**config.mk**
```make
export PLATFORM = sky130hd
export DESIGN_NAME = hazard_unit
export DESIGN_NICKNAME = d
export VERILOG_FILES = /design/src/rtl/core_pkg.sv /design/src/rtl/hazard_unit_sat_counter.sv /design/src/rtl/hazard_unit.sv
export SDC_FILE = /design/constraint.sdc
export NUM_CORES = 1
export LEC_CHECK = 0
export BUFFER_PORTS_ARGS = -buffer_cell sky130_fd_sc_hd__buf_2
export CAP_MARGIN = 0
export CORE_ASPECT_RATIO = 1.75
export CORE_MARGIN = 3
export CORE_UTILIZATION = 40
export CTS_BUF_LIST = sky130_fd_sc_hd__clkbuf_4 sky130_fd_sc_hd__clkbuf_8 sky130_fd_sc_hd__clkbuf_16
export CTS_CLUSTER_SIZE = 16
export DETAILED_ROUTE_END_ITERATION = 8
export SLEW_MARGIN = 20
export SYNTH_ARGS = -nofsm -noshare
export SYNTH_HDL_FRONTEND = slang
export SYNTH_SLANG_ARGS = --single-unit
export TNS_END_PERCENT = 5
```
**constraint.sdc**
```tcl
create_clock -name clk -period 2.1 [get_ports clk]
set_input_delay 0.21 -clock clk [delete_from_list [all_inputs] [get_ports clk]]
set_output_delay 0.21 -clock clk [all_outputs]
set_load 0.05 [all_outputs]
```
**src/rtl/core_pkg.sv**
```systemverilog
// Shared definitions for the core pipeline: forwarding-select encodings,
// the PC register index and the register-address width.
package core_pkg;

  localparam int RADDR_W = 4;

  localparam logic [1:0] FWD_RF = 2'b00;
  localparam logic [1:0] FWD_W  = 2'b01;
  localparam logic [1:0] FWD_M  = 2'b10;

  localparam logic [3:0] REG_PC = 4'd15;

  // M-stage hit outranks W-stage hit: M holds the younger write.
  function automatic logic [1:0] fwd_sel(input logic hit_m, input logic hit_w);
    if (hit_m)      return FWD_M;
    else if (hit_w) return FWD_W;
    else            return FWD_RF;
  endfunction

endpackage

```
**src/rtl/hazard_unit_sat_counter.sv**
```systemverilog
// Saturating up-counter used for the stall/flush debug counters; holds at
// all-ones instead of wrapping.
module sat_counter #(
  parameter int CNT_W = 16
) (
  input  logic             clk,
  input  logic             reset,
  input  logic             inc,
  output logic [CNT_W-1:0] count
);

  logic [CNT_W-1:0] count_q, count_d;

  always_comb begin
    count_d = count_q;
    if (inc && (count_q != '1)) count_d = count_q + CNT_W'(1);
  end

  always_ff @(posedge clk) begin
    if (reset) count_q <= '0;
    else       count_q <= count_d;
  end

  assign count = count_q;

endmodule

```
**src/rtl/hazard_unit.sv**
```systemverilog
// Hazard/forwarding unit for the 5-stage core: tracks destination registers
// D->E->M->W and produces stall, flush and operand-forwarding selects.
module hazard_unit
  import core_pkg::*;
#(
  parameter int RADDR_W = core_pkg::RADDR_W,
  parameter int CNT_W   = 16
) (
  input  logic               clk,
  input  logic               reset,
  input  logic [RADDR_W-1:0] RA1D,
  input  logic [RADDR_W-1:0] RA2D,
  input  logic [RADDR_W-1:0] WA3D,
  input  logic               RegWriteD,
  input  logic               PCSrcD,
  input  logic               PCSrcE,
  input  logic               PCSrcM,
  input  logic               PCSrcW,
  input  logic               RegWriteE,
  input  logic               RegWriteM,
  input  logic               RegWriteW,
  input  logic               MemToRegE,
  input  logic               BranchTakenE,
  output logic [1:0]         ForwardAE,
  output logic [1:0]         ForwardBE,
  output logic               StallF,
  output logic               StallD,
  output logic               FlushD,
  output logic               FlushE,
  output logic [CNT_W-1:0]   StallCnt,
  output logic [CNT_W-1:0]   FlushCnt
);

  localparam logic [RADDR_W-1:0] PC_ADDR = RADDR_W'(REG_PC);

  logic [RADDR_W-1:0] ra1e_q, ra1e_d, ra2e_q, ra2e_d, wa3e_q, wa3e_d;
  logic [RADDR_W-1:0] wa3m_q, wa3w_q;
  logic               ve_q, ve_d, vm_q, vw_q;

  logic ldr_stall, pc_wr_pending;
  logic hit_am, hit_aw, hit_bm, hit_bw;

  assign ldr_stall = ve_q & RegWriteE & MemToRegE &
                     ((RA1D == wa3e_q) | (RA2D == wa3e_q));
  assign pc_wr_pending = PCSrcD | PCSrcE | PCSrcM;

  // R15 reads are served by the datapath, so it never matches a forward.
  assign hit_am = vm_q & RegWriteM & (ra1e_q == wa3m_q) & (ra1e_q != PC_ADDR);
  assign hit_aw = vw_q & RegWriteW & (ra1e_q == wa3w_q) & (ra1e_q != PC_ADDR);
  assign hit_bm = vm_q & RegWriteM & (ra2e_q == wa3m_q) & (ra2e_q != PC_ADDR);
  assign hit_bw = vw_q & RegWriteW & (ra2e_q == wa3w_q) & (ra2e_q != PC_ADDR);

  always_comb begin
    ForwardAE = FWD_RF;
    ForwardBE = FWD_RF;
    StallF    = 1'b0;
    StallD    = 1'b0;
    FlushD    = 1'b1;
    FlushE    = 1'b1;
    if (!reset) begin
      ForwardAE = fwd_sel(hit_am, hit_aw);
      ForwardBE = fwd_sel(hit_bm, hit_bw);
      StallF    = ldr_stall | pc_wr_pending;
      StallD    = ldr_stall;
      FlushD    = pc_wr_pending | PCSrcW | BranchTakenE;
      FlushE    = ldr_stall | BranchTakenE;
    end
  end

  // A flushed E slot becomes a bubble that can never forward or stall.
  always_comb begin
    ra1e_d = RA1D;
    ra2e_d = RA2D;
    wa3e_d = WA3D;
    ve_d   = RegWriteD & (WA3D != PC_ADDR);
    if (FlushE) begin
      ra1e_d = '0;
      ra2e_d = '0;
      wa3e_d = '0;
      ve_d   = 1'b0;
    end
  end

  always_ff @(posedge clk) begin
    if (reset) begin
      ra1e_q <= '0;
      ra2e_q <= '0;
      wa3e_q <= '0;
      ve_q   <= 1'b0;
      wa3m_q <= '0;
      vm_q   <= 1'b0;
      wa3w_q <= '0;
      vw_q   <= 1'b0;
    end else begin
      ra1e_q <= ra1e_d;
      ra2e_q <= ra2e_d;
      wa3e_q <= wa3e_d;
      ve_q   <= ve_d;
      wa3m_q <= wa3e_q;
      vm_q   <= ve_q;
      wa3w_q <= wa3m_q;
      vw_q   <= vm_q;
    end
  end

  sat_counter #(.CNT_W(CNT_W)) u_stall_cnt (
    .clk   (clk),
    .reset (reset),
    .inc   (StallD & ~reset),
    .count (StallCnt)
  );

  sat_counter #(.CNT_W(CNT_W)) u_flush_cnt (
    .clk   (clk),
    .reset (reset),
    .inc   (FlushE & ~reset),
    .count (FlushCnt)
  );

endmodule

```
==> results.md <==
- Status: finished clean
- Chip height: 115.2 um
- Worst path cell trace: xnor2_2, nand4_1, buf_4, a211o_4, buf_4, or4_1, a21oi_1
- Worst-skew pair later-pin latency: 0.30 ns
- Syn avg cell area: 8.787 sq um
- Initial Util: 0.4135
- Number of routed nets with antenna violations: 0
- Top Family by Delay on Critical Path: simple AND/OR/NAND/NOR gates
- Cell Area, Synth: 0.002724 sq mm
- PD cells: approximately 610 mW/mm^2
- Final Cycle Share: 0.9815
- CP arrival: 2.29 ns
- Rows: 39
- Die Area: around 0.0079 sq mm
- Crit end category: register
- WL met3: 310 um
- Met1 wire length: 2749 um
- Max Cap Viol: 0
- Critical path's slowest cell: or4_1
- Predominant post-synthesis flop cell: dfxtp_1
- Violation count after the first detailed-route iteration: 107
- Synth top area share: 0.4042
- Total GRT Usage: 0.1802
- WS Path Type: register to register
- Max-Slew Margin vs Limit: 0.6725
- Largest net degree at the start of global routing: 28
- Fin cells: approximately 470
- Root Buffer: clkbuf_16
- Worst path most repeated cell: buf_4
- CTS tree: yes
- Worst hold path type: input pin to register
- WL final: 6758 um
- Ys async rst share: 0
- Pleak: 1.406 nW
- Placer Congestion: 0.8231
- Area growth syn-to-layout: 26.14%
- H-tree depth: 2
- Syn nets: 336
- Startpoint Class: register
- Dpl hpwl: 5172 um
- Layout cells sized above 1: 0.3264
- Vias: roughly 2600
- Antenna diode count: 0
- PortBufs: 63
- Clock Sinks: 55
- Pre-CTS setup slack: 0.03000 ns
- Clock Pin Slew Worst Setup and Hold Paths: 0.07 ns
- Final Hold Vio Count: 0
- DR top layer: met4
- Cells after Synth: 310
- Grt ovf: 0
- Clk_skew: 0.006965 ns
- Die Width: 68.38 um
- Synth warn: 0
- Fill cell count: 651
- Final net count: between 400 and 500
- Core area: 0.006588 sq mm
- Post-synth EDFFs: 0
- Placed insts: 457
- Synth cell types: 43
- Pwr Total: 0.002085 W
- Final setup vio count: 0
- CP max FO: 11
- Drc violations: 0
- F_max: 485.2 MHz
- CP Data Required Time: 2.33 ns
- Most frequent cells in the layout: 62 x buf_2, 37 x dfxtp_1, 23 x nor2b_1, 20 x nor2_1, 18 x nand3_1
- Vias in the first global route: 2425
- Sequential fraction of the synthesis area: 0.4042
- Worst Slack Setup Final: roughly 0.04 ns
- Top cells by area, synth: dfxtp_1 40%, nor2b_1 5.3%, mux2_2 5.0%
- Routed wire per std cell: approximately 14 um
- Met2 wire len: 3507 um
- CP bufs+invs: 2
- Commonest non-fill, non-tap cell in the layout: buf_2
- Seq cells post-synth: 55
- Pins Over Slew Limit: 0
- First drt pass iteration count: 4
- VDD IR-drop max: roughly 0.54 mV
- Worst Tran Pin Value: 0.4789 ns
- Fin crit period: 2.061 ns
- Initial antenna violation count: 0
- Crit-path max cell delay: 0.50 ns
- Fin util: 0.5216
- First-pass GRT wire length: 10880 um
- Ports: 64
- Yosys top cell by area: dfxtp_1
- Clk buf depth: 2
- CTS buffer count: 5
- Vias/cell: 5.457
## repair_timing
action                     4_1_cts  5_1_grt
gates cloned                     0        0
pin swaps                        3        4
gates resized for setup          5        6
setup endpoints to repair        2       19
setup buffers                    1        2
hold buffers                     0        0
## per-layer routing
metal  GRT usage  vias to the layer above
met5           0                        -
met4     0.08367                        0
met3     0.03519                       11
met2      0.3184                       65
met1      0.1988                     1191
li1            -                     1287
## cell type report
type / instances / area [sq um] / area share
clock buffer: 5 / 125.1 / 0.03642
timing repair buffer: 79 / 441.7 / 0.1286
sequential: 55 / 1134 / 0.3299
inverter: 5 / 18.77 / 0.005462
multi-input combinational: 239 / 1588 / 0.4621
clock inverter: 3 / 26.28 / 0.007647
tap: 82 / 102.6 / 0.02986
## power breakdown
part	leakage (nW)	internal [W]	switching, W
sequential	0.456	0.00106	0.0000186
combinational	0.876	0.0000621	0.0000972
clock	0.0748	0.000453	0.000398
total	1.41	0.00157	0.000513
## cells by family after synthesis
| group | after synthesis | share of synthesized area |
|---|---|---|
| AO/OA/AOI/OAI | 54 | 0.1341 |
| XOR/XNOR | 21 | 0.06752 |
| adder cells (fa/ha/maj) | 2 | 0.009185 |
| buffers and inverters | 16 | 0.02297 |
| flip-flops | 55 | 0.4042 |
| multiplexers | 13 | 0.05328 |
| AND/OR/NAND/NOR | 149 | 0.3087 |
## final timing paths
check,from,endpoint,slack [ns],cells after the start
setup / recovery,wa3e_q[1],u_stall_cnt.count[4],0.04,7
hold / removal,WA3D[3],wa3e_q[3],0.12,2
setup reg to reg,wa3e_q[1],u_stall_cnt.count[4],0.04,7
hold reg to reg,ve_q,vm_q,0.48,1
## stage by stage
step                setup TNS (ns)  hold slack, ns  instance area (sq um)
finish                           0          0.1243                   3436
global route               -0.3087          0.1275                   3436
CTS                       -0.05331          0.1162                   3405
detailed placement               0          0.4313                   3229
global placement                 0          0.4271                   3229
floorplan                -0.001635          0.3317                   2751
## flip-flops by register name, indices dropped and copies added, names as in the netlist
| name | count |
|---|---|
| ra1e_q | 4 |
| vm_q | 1 |
| ra2e_q | 4 |
| wa3m_q | 4 |
| vw_q | 1 |
| u_flush_cnt.count | 16 |
| wa3w_q | 4 |
| wa3e_q | 4 |
| u_stall_cnt.count | 16 |
| ve_q | 1 |
## cell usage after synthesis (5+ instances only)
| library cell | count |
|---|---|
| clkbuf_1 | 8 |
| and3_1 | 5 |
| nor2_1 | 20 |
| xor2_1 | 10 |
| nand2_1 | 16 |
| nor4_1 | 8 |
| dfxtp_1 | 55 |
| or4_1 | 7 |
| o31ai_1 | 9 |
| nor2b_1 | 23 |
| nand4_1 | 14 |
| nor3_1 | 12 |
| xnor2_1 | 11 |
| nand3_1 | 18 |
| a21oi_1 | 18 |
| o21ai_0 | 10 |
| mux2_2 | 12 |
| inv_1 | 5 |
| and2_1 | 14 |
Note: power is estimated with default switching activity, not from simulation.
